## src/rtl/tube_fifo_channel.sv

```systemverilog
`default_nettype none
// +--------------------------------------------------------------------------+
// | tube_fifo_channel: DEPTH-word show-ahead FIFO channel with block-mode    |
// | availability, level IRQ and sticky overflow/underflow flags.  Rev 1.0    |
// +--------------------------------------------------------------------------+
module tube_fifo_channel #(
  parameter int WIDTH  = 8,
  parameter int DEPTH  = 24,
  parameter int THRESH = 2
) (
  input  logic                       HO2,
  input  logic                       HRST,
  input  logic                       FLUSH,
  input  logic                       BLOCK_MODE,
  input  logic                       IRQ_EN,
  input  logic                       WR_STB,
  input  logic [WIDTH-1:0]           WR_DATA,
  input  logic                       RD_STB,
  output logic [WIDTH-1:0]           RD_DATA,
  output logic [$clog2(DEPTH+1)-1:0] COUNT,
  output logic                       AVAIL,
  output logic                       NOT_FULL,
  output logic                       IRQ,
  output logic                       OVF,
  output logic                       UNF
);

  localparam int c_cnt_w = $clog2(DEPTH+1);
  localparam int c_ptr_w = $clog2(DEPTH);
  localparam logic [c_ptr_w-1:0] c_ptr_last = c_ptr_w'(DEPTH-1);
  localparam logic [c_cnt_w-1:0] c_depth    = c_cnt_w'(DEPTH);
  localparam logic [c_cnt_w-1:0] c_thresh   = c_cnt_w'(THRESH);
  localparam logic [c_cnt_w-1:0] c_room_max = c_cnt_w'(DEPTH-THRESH);

  logic [WIDTH-1:0]   mem_q [DEPTH];
  logic [c_ptr_w-1:0] wr_ptr_q, wr_ptr_d;
  logic [c_ptr_w-1:0] rd_ptr_q, rd_ptr_d;
  logic [c_cnt_w-1:0] count_q, count_d;
  logic               ovf_q, ovf_d;
  logic               unf_q, unf_d;
  logic               wr_ok, rd_ok, mem_we;

  always_comb begin
    wr_ok    = WR_STB && (count_q != c_depth);
    rd_ok    = RD_STB && (count_q != '0);
    mem_we   = wr_ok && !FLUSH;
    wr_ptr_d = wr_ptr_q;
    rd_ptr_d = rd_ptr_q;
    count_d  = count_q;
    ovf_d    = ovf_q;
    unf_d    = unf_q;
    if (FLUSH) begin
      wr_ptr_d = '0;
      rd_ptr_d = '0;
      count_d  = '0;
      ovf_d    = 1'b0;
      unf_d    = 1'b0;
    end else begin
      if (wr_ok) wr_ptr_d = (wr_ptr_q == c_ptr_last) ? '0 : wr_ptr_q + 1'b1;
      if (rd_ok) rd_ptr_d = (rd_ptr_q == c_ptr_last) ? '0 : rd_ptr_q + 1'b1;
      count_d = count_q + c_cnt_w'(wr_ok) - c_cnt_w'(rd_ok);
      if (WR_STB && !wr_ok) ovf_d = 1'b1;
      if (RD_STB && !rd_ok) unf_d = 1'b1;
    end
  end

  always_ff @(posedge HO2 or posedge HRST) begin
    if (HRST) begin
      wr_ptr_q <= '0;
      rd_ptr_q <= '0;
      count_q  <= '0;
      ovf_q    <= 1'b0;
      unf_q    <= 1'b0;
    end else begin
      wr_ptr_q <= wr_ptr_d;
      rd_ptr_q <= rd_ptr_d;
      count_q  <= count_d;
      ovf_q    <= ovf_d;
      unf_q    <= unf_d;
    end
  end

  // Storage is never reset; the zero-count gate on RD_DATA hides stale words.
  always_ff @(posedge HO2) begin
    if (mem_we && !HRST) mem_q[wr_ptr_q] <= WR_DATA;
  end

  always_comb begin
    RD_DATA  = (count_q != '0) ? mem_q[rd_ptr_q] : '0;
    COUNT    = count_q;
    AVAIL    = BLOCK_MODE ? (count_q >= c_thresh)   : (count_q != '0);
    NOT_FULL = BLOCK_MODE ? (count_q <= c_room_max) : (count_q != c_depth);
    IRQ      = IRQ_EN && AVAIL;
    OVF      = ovf_q;
    UNF      = unf_q;
  end

endmodule
`default_nettype wire

```

## config.mk

```make
export PLATFORM = sky130hd
export DESIGN_NAME = tube_fifo_channel
export DESIGN_NICKNAME = d
export VERILOG_FILES = /design/src/rtl/tube_fifo_channel.sv
export SDC_FILE = /design/constraint.sdc
export NUM_CORES = 1
export LEC_CHECK = 0
export ABC_AREA = 1
export BUFFER_PORTS_ARGS = -buffer_cell sky130_fd_sc_hd__buf_2
export CAP_MARGIN = 20
export CORE_MARGIN = 2
export CORE_UTILIZATION = 45
export CTS_CLUSTER_SIZE = 14
export DETAILED_ROUTE_END_ITERATION = 10
export GPL_ROUTABILITY_DRIVEN = 1
export PLACE_DENSITY_LB_ADDON = 0.08
export SYNTH_ARGS = -nofsm -noshare
export SYNTH_HDL_FRONTEND = slang
export SYNTH_SLANG_ARGS = --single-unit
```

## constraint.sdc

```tcl
create_clock -name HO2 -period 4.8 [get_ports HO2]
set_input_delay 0 -clock HO2 [delete_from_list [all_inputs] [get_ports HO2]]
set_output_delay 0 -clock HO2 [all_outputs]
set_load 0.02 [all_outputs]
```

==> flow_summary.toml <==
[run_status]
outcome = "complete, no violations"

[synthesis]
synth_mux_area_share_pct = 0
synth.most_common_cell = "nand2_1"
synth_top_area_cell = "edfxtp_1"
yosysWarnings = 0
synth_enable_flop_cells = 192
synth_cell_types = 29
synth.avg_cell_area_um2 = 10.6
synth_seq_cells = 209
netlist_area_mm2 = 0.00933
syn_nets = 916
synth_compound_area_share_pct = 4.95
synth_top_area_share_pct = 61.8
synth_xor_area_share_pct = 0.188
async_flop_share_pct = 8.13
synthSimpleGateAreaFrac_pct = 18.3
synth_fa_ha_area_share_pct = 2.63
yosysSeqAreaShare_pct = 66.4
netlist_instances = 882
synth_top_family_by_area = "simple AND/OR/NAND/NOR gates"
synth.area.top_cells = "edfxtp_1 62%, nand2_1 8.0%, nand3_1 6.2%"
yosys_most_used_dff = "edfxtp_1"
synth_common_cells = "198 x nand2_1, 192 x edfxtp_1, 122 x inv_1"

[min_path]
min_to = "mem_q[11][5]$_DFFE_PP_"
min_path_type = "input pin to flop"
min_from = "WR_DATA[5]"
holdPathStages = 1

[power]
p_clk_share_pct = 32.4
p_leak_uw = 0.00414
seqPwrFrac_pct = 43.0
p_sw_share_pct = 31.9
power.total_uw = 4790
switching_power_uw = 1530
share_comb_of_total_power_pct = 24.6
p_per_area_mw_per_mm2 = 463
ir_drop_uv = 308
p_int_uw = 3260

[timing]
finalCritPeriodShare_pct = 60.1
fin_skew_ns = 0.00693
timing.final.hold_violations = 0
tightest_slew_ns = 1.04
min_period_ns = 2.88
setup_ws_ns = 1.92
finalSetupViolCount = 0
fmax_mhz = 347
setup_tns_ns = 0
hold_slack_ns = 0.0130
rsz0062_at_grt = "no"
maxSlewViolCount = 0
slew_headroom_pct = 30.9

[setup_path]
critical_path_required_ns = 5.18
r2r_cells = 14
r2r_start = "COUNT[3]$_DFF_PP0_"
start_kind = "flop"
critPathKind = "flop to flop"
rrSetupSlack_ns = 1.92
cp.arrival_ns = 3.27
startpoint = "COUNT[3]$_DFF_PP0_"
r2r_end = "COUNT[4]$_DFF_PP0_"
cp-end-kind = "flop"
crit_fanout = 5

[floorplanning]
start_util_pct = 46.0
die_w_um = 148
coreArea_mm2 = 0.0203
row_count = 52
fp.dieH_um = 148
ioPinCount = 33
dieArea_mm2 = 0.0219

[global_route]
antenna_found_initial = 0
grt_pass1_wl_um = 34000
grt_max_degree = 99
overflow = 0
track_usage_pct = 20.3
grt_pass1_vias = 6002

[clock_tree]
cts_sinks = 209
htreeDepth = 1
clk_latency_ns = 0.50
cts_resized = 0
clock_path_buffers = 3
cts_tree = "yes"
cts_root_buffer = "clkbuf_16"
clkTransAtPathRegs_ns = 0.06
cts_buffers = 23

[drt]
post_drt_wl_per_cell_um = 18.3
wirelength_um = 21800
wl_met1_um = 9750
postRouteAntennaNets = 0
top_layer = "met4"
vias = 6152
first_pass_iters = 6
vias_per_cell = 5.15
drt_iter0_markers = 726
wl_met3_um = 1580
drc = 0
met2WireLength_um = 10100

[placed_design]
pre_cts_slack_ns = 1.90
io_buffers = 32
hpwl_um = 13300
gp_congestion = 0.890

[finish]
num_antenna_cells = 0
fill_cells = 1852
area_growth_syn_to_layout_pct = 10.9
final_nets = 944
layout-drive-gt1-share_pct = 7.68

[job]
maxCapViolCount = 0
flip-flops by register name, indices dropped and copies added, names as in the netlist:
register	flops
mem_q	192
COUNT	5
rd_ptr_q	5
wr_ptr_q	5
OVF	1
UNF	1
logic make-up after synthesis:
kind of cell | Yosys count
buffers and inverters | 164
adder cells (fa/ha/maj) | 19
XOR/XNOR | 2
flip-flops | 209
AND/OR/NAND/NOR | 405
AO/OA/AOI/OAI | 83
area by class of cell:
type	instances	area (um2)	share of cell area [%]
Sequential cell	209	6190	59.8
Multi-Input combinational cell	509	2430	23.5
Clock buffer	32	619	5.98
Inverter	126	475	4.59
Tap cell	270	338	3.26
Timing Repair Buffer	41	258	2.49
Clock inverter	8	37.5	0.363
layer usage:
layer  global-route usage, %  vias up
li1                        -     2999
met2                    31.9      190
met3                    3.30       34
met4                    6.10        0
met1                    29.2     2929
met5                       0        -
metrics by stage:
step / cell area, um2 / std cells / utilization, %
6_report: 10300 / 1195 / 51.0
5_1_grt: 10300 / 1195 / 51.0
4_1_cts: 10300 / 1194 / 50.8
3_5_place_dp: 9620 / 1150 / 47.4
3_3_place_gp: 9620 / 1150 / 47.4
2_1_floorplan: 9330 / 882 / -
worst max path at each step:
| stage | to | slack [ns] | cells past startpoint |
|---|---|---|---|
| after floorplan | COUNT[4]$_DFF_PP0_ | 2.13 | 14 |
| after global placement | COUNT[4]$_DFF_PP0_ | 2.02 | 14 |
| after detailed placement | COUNT[4]$_DFF_PP0_ | 1.90 | 14 |
| after CTS | COUNT[4]$_DFF_PP0_ | 1.89 | 14 |
| after global routing | COUNT[4]$_DFF_PP0_ | 1.69 | 14 |
| final | COUNT[4]$_DFF_PP0_ | 1.92 | 14 |
what timing repair did:
action | in CTS | in global routing
hold buffers | 4 | 0
setup buffers | 0 | 0
endpoints found under the setup margin | 0 | 0
endpoints found under the hold margin | 26 | 0
layout by cell type, fill, tap and decap left out, types with 2 or more instances in the layout:
master         netlist  final
nand2_1            198    198
edfxtp_1           192    192
inv_1              122    122
nand3_1            116    116
nor2_1              79     79
buf_2               22     32
o21ai_0             29     29
clkbuf_16            0     23
a21oi_1             19     19
ha_1                18     18
o21ai_1             16     16
o211ai_1            16     16
dfrtp_1             17     15
clkbuf_1             3      8
clkinv_1             3      7
nand4_1              5      5
dlygate4sd3_1        0      4
buf_4                1      4
clkinv_2             0      3
nor2_4               2      2
xor2_1               2      2
nor3_1               2      2
dfrtp_2              0      2
critical path, cell delays in order, from the launching register on:
cell	delay, ns
dfrtp_1	0.41
inv_1	0.16
ha_1	0.20
nand2_1	0.10
o21ai_0	0.30
inv_1	0.16
ha_1	0.32
inv_1	0.06
ha_1	0.15
inv_1	0.05
fa_1	0.41
o21bai_1	0.16
a21oi_1	0.09
o21ai_0	0.15
a21oi_1	0.06
power groups by stage:
stage / clock (uW) / sequential, uW / combinational [uW]
floorplan: 0 / 2110 / 819
global placement: 0 / 2090 / 1150
finish: 1550 / 2060 / 1180
CTS: 1590 / 2060 / 1170
detailed placement: 0 / 2100 / 1160
global route: 1670 / 2060 / 1320
No activity file was read; power rests on OpenSTA's default activity.
